File: config.mk
export PLATFORM = sky130hd
export DESIGN_NAME = dual_rail_rx_monitor_flat
export DESIGN_NICKNAME = d
export VERILOG_FILES = /design/src/rtl/dual_rail_rx_monitor_if.sv /design/src/rtl/dual_rail_rx_monitor.sv /design/src/flat_wrapper.sv
export SDC_FILE = /design/constraint.sdc
export NUM_CORES = 1
export LEC_CHECK = 0
export ABC_AREA = 1
export CAP_MARGIN = 20
export CORE_MARGIN = 2
export CORE_UTILIZATION = 40
export DETAILED_ROUTE_END_ITERATION = 10
export PLACE_DENSITY = 0.66
export SYNTH_ARGS = -nofsm -noshare
export SYNTH_HDL_FRONTEND = slang
export SYNTH_SLANG_ARGS = --single-unit
File: constraint.sdc
create_clock -name clk -period 1.4 [get_ports clk]
set_clock_uncertainty 0.15 [all_clocks]
set_input_delay 0.28 -clock clk [delete_from_list [all_inputs] [get_ports clk]]
set_output_delay 0.28 -clock clk [all_outputs]
set_load 0.05 [all_outputs]
File: src/rtl/dual_rail_rx_monitor_if.sv
// Signal bundle between a dual-rail link driver and the receive monitor.
// The master drives the rails and the clear pulse; the slave returns the decoded status.
interface dual_rail_rx_monitor_if #(
  parameter int CNT_W = 8
) ();
  logic             rail_p;
  logic             rail_n;
  logic             clr_i;
  logic             bit_o;
  logic             edge_o;
  logic             fault_o;
  logic [CNT_W-1:0] err_cnt_o;
  logic [1:0]       state_o;

  modport master (
    output rail_p, rail_n, clr_i,
    input  bit_o, edge_o, fault_o, err_cnt_o, state_o
  );

  modport slave (
    input  rail_p, rail_n, clr_i,
    output bit_o, edge_o, fault_o, err_cnt_o, state_o
  );
endinterface

File: src/rtl/dual_rail_rx_monitor.sv
// Dual-rail receiver: synchronises both rails, decodes the bit, filters short equal-rail
// glitches and records faults. Optional run-time checks are enabled with DRX_ASSERT_EN.
module dual_rail_rx_monitor #(
  parameter int GLITCH_CYC = 2,
  parameter int CNT_W      = 8
) (
  input  logic                  clk,
  input  logic                  rst_n,
  dual_rail_rx_monitor_if.slave drx
);
  localparam int               GW      = $clog2(GLITCH_CYC + 1);
  localparam logic [GW-1:0]    G_MAX   = GW'(GLITCH_CYC);
  localparam logic [CNT_W-1:0] CNT_MAX = '1;

  typedef enum logic [1:0] {
    IDLE   = 2'd0,
    VALID  = 2'd1,
    GLITCH = 2'd2,
    FAULT  = 2'd3
  } state_t;

  logic             r_p1, r_p2, r_n1, r_n2;
  state_t           r_state, w_state_next;
  logic [GW-1:0]    r_gcnt, w_gcnt_next;
  logic             r_bit, w_bit_next;
  logic             r_edge, w_edge_next;
  logic             r_fault, w_fault_next;
  logic [CNT_W-1:0] r_cnt, w_cnt_next;
  logic             w_valid;
  logic             w_fault_entry;

  assign w_valid = r_p2 ^ r_n2;

  always_ff @(posedge clk) begin
    if (!rst_n) begin
      r_p1    <= 1'b0;
      r_p2    <= 1'b0;
      r_n1    <= 1'b0;
      r_n2    <= 1'b0;
      r_state <= IDLE;
      r_gcnt  <= '0;
      r_bit   <= 1'b0;
      r_edge  <= 1'b0;
      r_fault <= 1'b0;
      r_cnt   <= '0;
    end else begin
      r_p1    <= drx.rail_p;
      r_p2    <= r_p1;
      r_n1    <= drx.rail_n;
      r_n2    <= r_n1;
      r_state <= w_state_next;
      r_gcnt  <= w_gcnt_next;
      r_bit   <= w_bit_next;
      r_edge  <= w_edge_next;
      r_fault <= w_fault_next;
      r_cnt   <= w_cnt_next;
    end
  end

  always_comb begin
    w_state_next  = r_state;
    w_gcnt_next   = r_gcnt;
    w_bit_next    = r_bit;
    w_edge_next   = 1'b0;
    w_fault_next  = r_fault;
    w_cnt_next    = r_cnt;
    w_fault_entry = 1'b0;
    if (drx.clr_i) begin
      w_fault_next = 1'b0;
      w_cnt_next   = '0;
    end
    case (r_state)
      IDLE: begin
        // First capture after reset never produces an edge pulse.
        if (w_valid) begin
          w_state_next = VALID;
          w_bit_next   = r_p2;
        end
      end
      VALID: begin
        if (w_valid) begin
          w_bit_next  = r_p2;
          w_edge_next = r_p2 ^ r_bit;
        end else begin
          w_state_next = GLITCH;
          w_gcnt_next  = GW'(1);
        end
      end
      GLITCH: begin
        if (w_valid) begin
          w_state_next = VALID;
          w_bit_next   = r_p2;
          w_edge_next  = r_p2 ^ r_bit;
          w_gcnt_next  = '0;
        end else if (r_gcnt < G_MAX) begin
          w_gcnt_next = r_gcnt + GW'(1);
        end else begin
          w_state_next  = FAULT;
          w_fault_entry = 1'b1;
        end
      end
      FAULT: begin
        if (w_valid) begin
          w_state_next = VALID;
          w_bit_next   = r_p2;
          w_edge_next  = r_p2 ^ r_bit;
          w_gcnt_next  = '0;
        end
      end
      default: w_state_next = IDLE;
    endcase
    // A fault entry overrides a coincident clear, so the count restarts at one.
    if (w_fault_entry) begin
      w_fault_next = 1'b1;
      w_cnt_next   = (w_cnt_next == CNT_MAX) ? CNT_MAX : w_cnt_next + CNT_W'(1);
    end
  end

  assign drx.bit_o     = r_bit;
  assign drx.edge_o    = r_edge;
  assign drx.fault_o   = r_fault;
  assign drx.err_cnt_o = r_cnt;
  assign drx.state_o   = r_state;

`ifdef DRX_ASSERT_EN
  logic r_seen_valid;

  always_ff @(posedge clk) begin
    if (!rst_n) begin
      r_seen_valid <= 1'b0;
    end else begin
      if (w_valid) r_seen_valid <= 1'b1;
      if (w_fault_entry)
        $error("dual_rail_rx_monitor: fault entry at %0t, err_cnt_o=%0d", $time, w_cnt_next);
    end
  end

  always_comb begin
    assert #0 (!r_fault || (r_cnt != '0));
    assert #0 ((r_state != GLITCH) || ((r_gcnt >= GW'(1)) && (r_gcnt <= G_MAX)));
    assert #0 (!r_seen_valid || (r_state != IDLE));
  end
`else
  // Default build carries no checking logic; the datapath above is unchanged.
`endif
endmodule
File: src/flat_wrapper.sv
// flat-port wrapper written by rule: the top's interface ports become plain ports
module dual_rail_rx_monitor_flat 
#(
  parameter int GLITCH_CYC = 2,
  parameter int CNT_W      = 8
)
  (clk, rst_n, drx_rail_p, drx_rail_n, drx_clr_i, drx_bit_o, drx_edge_o, drx_fault_o, drx_err_cnt_o, drx_state_o);
  dual_rail_rx_monitor_if #(.CNT_W(CNT_W)) drx_i ();
  input  logic clk;
  input  logic rst_n;
  input wire logic [$bits(drx_i.rail_p)-1:0] drx_rail_p;
  input wire logic [$bits(drx_i.rail_n)-1:0] drx_rail_n;
  input wire logic [$bits(drx_i.clr_i)-1:0] drx_clr_i;
  output wire logic [$bits(drx_i.bit_o)-1:0] drx_bit_o;
  output wire logic [$bits(drx_i.edge_o)-1:0] drx_edge_o;
  output wire logic [$bits(drx_i.fault_o)-1:0] drx_fault_o;
  output wire logic [$bits(drx_i.err_cnt_o)-1:0] drx_err_cnt_o;
  output wire logic [$bits(drx_i.state_o)-1:0] drx_state_o;
  assign drx_i.rail_p = drx_rail_p;
  assign drx_i.rail_n = drx_rail_n;
  assign drx_i.clr_i = drx_clr_i;
  assign drx_bit_o = drx_i.bit_o;
  assign drx_edge_o = drx_i.edge_o;
  assign drx_fault_o = drx_i.fault_o;
  assign drx_err_cnt_o = drx_i.err_cnt_o;
  assign drx_state_o = drx_i.state_o;
  dual_rail_rx_monitor #(.GLITCH_CYC(GLITCH_CYC), .CNT_W(CNT_W)) u_core (.clk(clk), .rst_n(rst_n), .drx(drx_i));
endmodule
==> results.json, run 1 <==
{
  "status": "finished with violations",
  "violations": "setup timing",
  "synthCells": 139,
  "area_delta_synth_final_pct": 58.55,
  "whs_endpoint": "u_core.r_p2",
  "core_um2": 2432,
  "grt_pass1_wl_um": 3719,
  "slew_headroom_pct": 69.78,
  "path_cells": "inv_4 > ha_4 > nand2_4 > nor2_8 > nand2_4 > nor2_4 > nand2_1 > nand2_1 > nor2_2",
  "cp_slowest_cell": "dfxtp_4",
  "vdd.ir_drop.worst_mv": 1.352,
  "period_minus_slack_ns": 1.438,
  "nets": 183,
  "h-tree-depth": 1,
  "cts_buffers": 3,
  "layout-drive-gt1-share_pct": 46.24,
  "drt-total-wl_um": 2179,
  "critPathCaptureType": "register",
  "crit_fanout": 5,
  "synth.avg_cell_area_um2": 7.210,
  "synth_cell_types": 25,
  "finalHoldViolations": 0,
  "period_share_pct": 102.7,
  "hold_class": "register to register",
  "grt_max_degree": 12,
  "pwr_density_cell_nw_per_um2": 1373,
  "worstHoldPathCells": 2,
  "slew_violations": 0,
  "reg2reg_depth": 9,
  "rrSetupSlack_ns": -0.04,
  "hpwl_um": 1702,
  "drtIter0Drc": 8,
  "ys_warn_count": 0,
  "wire_per_inst_um": 10.73,
  "drc_errors": 0,
  "place.gp.congestion": 0.8464,
  "ctsLongestPathBuffers": 2,
  "ys_seq_elements": 19,
  "floorplan.initialDensity_pct": 41.20,
  "r2r_end": "u_core.drx.err_cnt_o[6]",
  "syn_nets": 148,
  "drt-pass1-iter-count": 4,
  "chipWidth_um": 54.06,
  "crit_type": "register to register",
  "max_freq_ghz": 0.6956,
  "fin_ws_ns": -0.03752,
  "antennaDiodeCount": 0,
  "antenna_found_initial": 0,
  "hold_slack_ns": 0.2615,
  "tns_ns": -0.07545,
  "grt_pass1_vias": 846,
  "synth_area_um2": 1002,
  "rows": 18,
  "worstPathArrival_ns": 1.49,
  "cts.clk_slew.worst_paths_ns": 0.10,
  "clk_latency_ns": 0.30,
  "grt_overflow": 0,
  "rr_startpoint": "u_core.drx.state_o[0]",
  "setup_viol": 4,
  "grt.total_usage_pct": 17.47,
  "antenna_left": 0,
  "die-area_um2": 2922,
  "die_y_um": 54.06,
  "clock-sinks": 19,
  "tightest_slew_ns": 0.4501,
  "portBuffers": 17,
  "cp_slowest_stage_delay_ns": 0.38,
  "clockRootBuffer": "clkbuf_4",
  "maxCapViolations": 0,
  "rsz0062_at_grt": "yes",
  "p_leak_nw": 0.7107,
  "worstPathRequired_ns": 1.45,
  "hp-start": "u_core.r_p1",
  "cts_tree": "built",
  "dr_total_vias": 973,
  "seq_area_frac_synth_pct": 37.95,
  "vias_per_cell": 4.793,
  "pin_count": 18,
  "cp-start-kind": "register"
}
## state kept, by name, indices dropped and copies added, names as in the netlist
register	flops
u_core.drx.err_cnt_o	8
u_core.r_gcnt	2
u_core.r_p2	1
u_core.drx.bit_o	1
u_core.drx.state_o	2
u_core.r_n1	1
u_core.r_n2	1
u_core.drx.edge_o	1
u_core.drx.fault_o	1
u_core.r_p1	1
## cell families after synthesis
| group | share of synthesized area (%) |
|---|---|
| adder cells (fa/ha/maj) | 4.994 |
| buffers and inverters | 8.989 |
| AO/OA/AOI/OAI | 12.49 |
| AND/OR/NAND/NOR | 34.71 |
| flip-flops | 37.95 |
| XOR/XNOR | 0.8741 |
## worst max-delay path: cells and delay by family (launching register included)
family,cells,cell delay [ns]
flip-flops,1,0.38
adder cells (fa/ha/maj),1,0.15
AND/OR/NAND/NOR,7,0.58
buffers and inverters,1,0.07
## what timing repair did
item,in CTS,in global routing
hold buffers,0,0
pin swaps,4,11
setup endpoints to repair,12,16
cloned,1,0
resized for setup,4,16
setup buffers,0,2
hold endpoints to repair,0,0
## final cells by class
class                   instances  area (um2)
clock buffers                   3       22.52
clock inverters                 1       5.005
fillers                       203       843.3
inverters                      23       91.34
multi-input cells              97       633.1
flip-flops and latches         19       401.6
well taps                      30       37.54
repair buffers                 30       397.9
## how the worst max path moves through the flow
stage / from / to / slack, ns / cells past startpoint
3_3_place_gp: drx_clr_i / u_core.drx.err_cnt_o[6] / -0.33 / 9
6_report: u_core.drx.state_o[0] / u_core.drx.err_cnt_o[6] / -0.04 / 9
5_1_grt: u_core.drx.state_o[0] / u_core.drx.err_cnt_o[6] / -0.13 / 9
4_1_cts: u_core.drx.state_o[0] / u_core.drx.err_cnt_o[6] / -0.06 / 9
2_1_floorplan: u_core.drx.state_o[0] / u_core.drx.err_cnt_o[6] / -0.04 / 9
3_5_place_dp: drx_clr_i / u_core.drx.err_cnt_o[6] / -0.35 / 9
## cells in the final DEF (no fill, tap or decap), types with 4 or more instances in the layout
cell type         n
a21oi_1           5
a21oi_2           4
buf_12           13
buf_4            13
clkdlybuf4s50_1   4
dfxtp_1           6
dfxtp_2          11
inv_1            16
inv_2             5
nand2_1          34
nand3_1           5
nor2_1           10
nor2_2            4
nor2_4            4
o21ai_2           5
## per-layer routing
layer	GRT usage (%)	share of wire (%)
met3	5.000	3.9
met5	0	0
met2	30.08	49
met1	21.55	46
met4	3.750	0.37
## power breakdown
group	switching [W]	leakage [nW]	total (W)	internal, W
Combinational	0.000622	0.532	0.00117	0.000545
Sequential	0.000103	0.161	0.000738	0.000635
Clock	0.000169	0.0177	0.000275	0.000107
Total	0.000894	0.711	0.00218	0.00129
## cell usage after synthesis
cell	count	share of area, %
nand2_1	37	14
inv_1	21	7.9
dfxtp_1	19	38
nor2_1	14	5.2
a21oi_1	8	4.0
nand3_1	8	4.0
o21ai_0	6	3.0
ha_1	4	5.0
inv_2	2	0.75
nand2_4	2	2.2
nor2_4	2	2.2
o211ai_1	2	1.5
o21ai_2	2	1.7
a211oi_1	1	0.75
a21oi_2	1	0.87
a31oi_1	1	0.62
and2_1	1	0.62
clkbuf_1	1	0.37
nand2_2	1	0.62
nand4_1	1	0.62
nand4_4	1	2.1
nor2_2	1	0.62
nor2_8	1	2.0
nor3_1	1	0.50
xnor2_1	1	0.87
## metrics by stage
stage          instances  power [W]  util, %  cell area [um2]  setup WS [ns]
6_report             203   0.002181    65.33             1589       -0.03752
5_1_grt              203   0.002342    65.33             1589        -0.1307
3_5_place_dp         196   0.001766    60.80             1479        -0.3480
2_1_floorplan        139   0.001369        -             1062       -0.03782
3_3_place_gp         196   0.001733    60.80             1479        -0.3311
4_1_cts              201   0.002077    62.86             1529       -0.06317
(Power assumes the default switching activity.)
==> run 2, diff against run 1 <==
--- a/config.mk
+++ b/config.mk
@@ -7,10 +7,12 @@
 export LEC_CHECK = 0
 export ABC_AREA = 1
 export CAP_MARGIN = 20
+export CELL_PAD_IN_SITES_DETAIL_PLACEMENT = 0
+export CELL_PAD_IN_SITES_GLOBAL_PLACEMENT = 1
 export CORE_MARGIN = 2
-export CORE_UTILIZATION = 40
+export CORE_UTILIZATION = 33
 export DETAILED_ROUTE_END_ITERATION = 10
-export PLACE_DENSITY = 0.66
+export PLACE_DENSITY = 0.74
 export SYNTH_ARGS = -nofsm -noshare
 export SYNTH_HDL_FRONTEND = slang
 export SYNTH_SLANG_ARGS = --single-unit
==> run 2 against run 1 <==
Critical path type unchanged. Final cell count increased by 3.4%. Highest routed layer unchanged. Combinational power decreased by 3%. The run still ends with setup timing left. Die area increased by 20%.
==> results.json, run 2 (same netlist as run 1, synthesis figures left out) <==
{
  "status": "finished with violations",
  "violations": "setup timing",
  "clockRootBuffer": "clkbuf_4",
  "dr_total_vias": 998,
  "drc_errors": 0,
  "die-area_um2": 3494,
  "layout_common_cells": "nand2_1, buf_4, inv_1, nor2_1, buf_12",
  "cts_tree": "built",
  "cp-start-kind": "register",
  "cp_top_family": "simple AND/OR/NAND/NOR gates",
  "slew_headroom_pct": 71.55,
  "critPathCaptureType": "register",
  "setup_viol": 9,
  "rows": 19,
  "tightest_slew_ns": 0.4237,
  "cp_slowest_cell": "dfxtp_4",
  "grt_max_degree": 11,
  "whs_endpoint": "u_core.r_p2",
  "vias_per_cell": 4.752,
  "grt_pass1_wl_um": 4153,
  "cts.clk_slew.worst_paths_ns": 0.11,
  "finalHoldViolations": 0,
  "worstPathRequired_ns": 1.49,
  "use_met1_pct": 22.15,
  "pin_count": 18,
  "multiInputGateArea_um2": 621.8,
  "largest_reg_flops": 8,
  "drt-total-wl_um": 2434,
  "final_common_cell": "nand2_1",
  "rsz0062_at_grt": "yes",
  "busiest_layer": "met2",
  "hold_slack_ns": 0.2659,
  "crit_type": "register to register",
  "hp-start": "u_core.r_p1",
  "regArea_um2": 400.4,
  "antenna_left": 0,
  "hpwl_um": 1817,
  "period_share_pct": 103.8,
  "grt_overflow": 0,
  "cp_slowest_stage_delay_ns": 0.38,
  "pwr_density_cell_nw_per_um2": 1323,
  "place_inst": 202,
  "fin_ws_ns": -0.05321,
  "maxCapViolations": 0,
  "antenna_found_initial": 0,
  "wire_per_inst_um": 11.59,
  "core_um2": 2829,
  "max_freq_ghz": 0.6881,
  "period_minus_slack_ns": 1.453,
  "die_y_um": 59.11,
  "cts_buffers": 3,
  "p_leak_nw": 0.7385,
  "grt.total_usage_pct": 15.74,
  "path_cells": "inv_4 > ha_4 > nand2_4 > nor2_4 > nand4_4 > a21oi_1",
  "worstHoldPathCells": 2,
  "clk_latency_ns": 0.30,
  "crit_fanout": 5,
  "r2r_end": "u_core.drx.err_cnt_o[2]",
  "clock-sinks": 19,
  "floorplan.initialDensity_pct": 35.43,
  "reg2reg_depth": 6,
  "vdd.ir_drop.worst_mv": 1.070,
  "nets": 189,
  "fillers": 271,
  "grt_use_met2_pct": 23.49,
  "hold_class": "register to register",
  "gr-usage-met3_pct": 4.148,
  "place.gp.congestion": 0.7211,
  "rr_startpoint": "u_core.drx.state_o[0]",
  "critPathBufInv": 1,
  "worstPathArrival_ns": 1.55,
  "antennaDiodeCount": 0,
  "h-tree-depth": 1,
  "slew_violations": 0,
  "final_cells": 210,
  "drt-pass1-iter-count": 4,
  "tns_ns": -0.2403,
  "chipWidth_um": 59.11,
  "startpoint": "u_core.drx.state_o[0]",
  "drtIter0Drc": 38,
  "portBuffers": 17,
  "finalPower_w": 0.002150,
  "ctsLongestPathBuffers": 2,
  "area_delta_synth_final_pct": 62.17,
  "rrSetupSlack_ns": -0.05,
  "layout-drive-gt1-share_pct": 43.58,
  "grt_pass1_vias": 915
}
-- run 2: metal layers --
layer  routed length (um)  share of wire [%]
met1                 1126                 46
met2                 1176                 48
met3                  106                4.4
met4                   25                1.0
met5                    0                  0
-- run 2: worst max-delay path by stage --
stage	to	slack [ns]	cells after the start
2_1_floorplan	u_core.drx.err_cnt_o[6]	-0.04	9
3_3_place_gp	u_core.drx.err_cnt_o[5]	-0.33	8
3_5_place_dp	u_core.drx.err_cnt_o[6]	-0.36	9
4_1_cts	u_core.drx.err_cnt_o[6]	-0.04	9
5_1_grt	u_core.drx.bit_o	-0.13	4
6_report	u_core.drx.err_cnt_o[2]	-0.05	6
-- run 2: repair_timing --
action,in CTS,in global routing
hold buffers,0,0
resized for setup,2,12
buffers inserted,0,3
pin swaps,7,8
cloned,1,0
endpoints found under the setup margin,10,17
-- run 2: cell type report --
class                   instances  area share [%]
inverters                      23           5.620
flip-flops and latches         19           24.63
repair buffers                 36           27.48
well taps                      31           2.386
clock buffers                   4           1.617
multi-input cells              97           38.26
-- run 2: stage by stage --
| stage | utilization (%) | worst slack [ns] | area, um2 |
|---|---|---|---|
| 6_report | 57.45 | -0.05321 | 1625 |
| 5_1_grt | 57.45 | -0.1343 | 1625 |
| 2_1_floorplan | - | -0.03782 | 1062 |
| 3_5_place_dp | 53.65 | -0.3649 | 1518 |
| 3_3_place_gp | 53.65 | -0.3298 | 1518 |
| 4_1_cts | 55.20 | -0.04006 | 1562 |
-- run 2: power by group --
group	switching (W)	internal [W]	leakage, nW
registers	0.000103	0.000632	0.161
clock network	0.000175	0.000111	0.0150
logic	0.000602	0.000527	0.562
-- run 2: worst reg2reg max path: cells and delay by family (launching register included) --
family,cells,cell delay [ns]
AOI/OAI and AO/OA,1,0.16
adders and majority gates,1,0.16
buffers and inverters,1,0.08
DFF,1,0.38
and+or+nand+nor,3,0.46
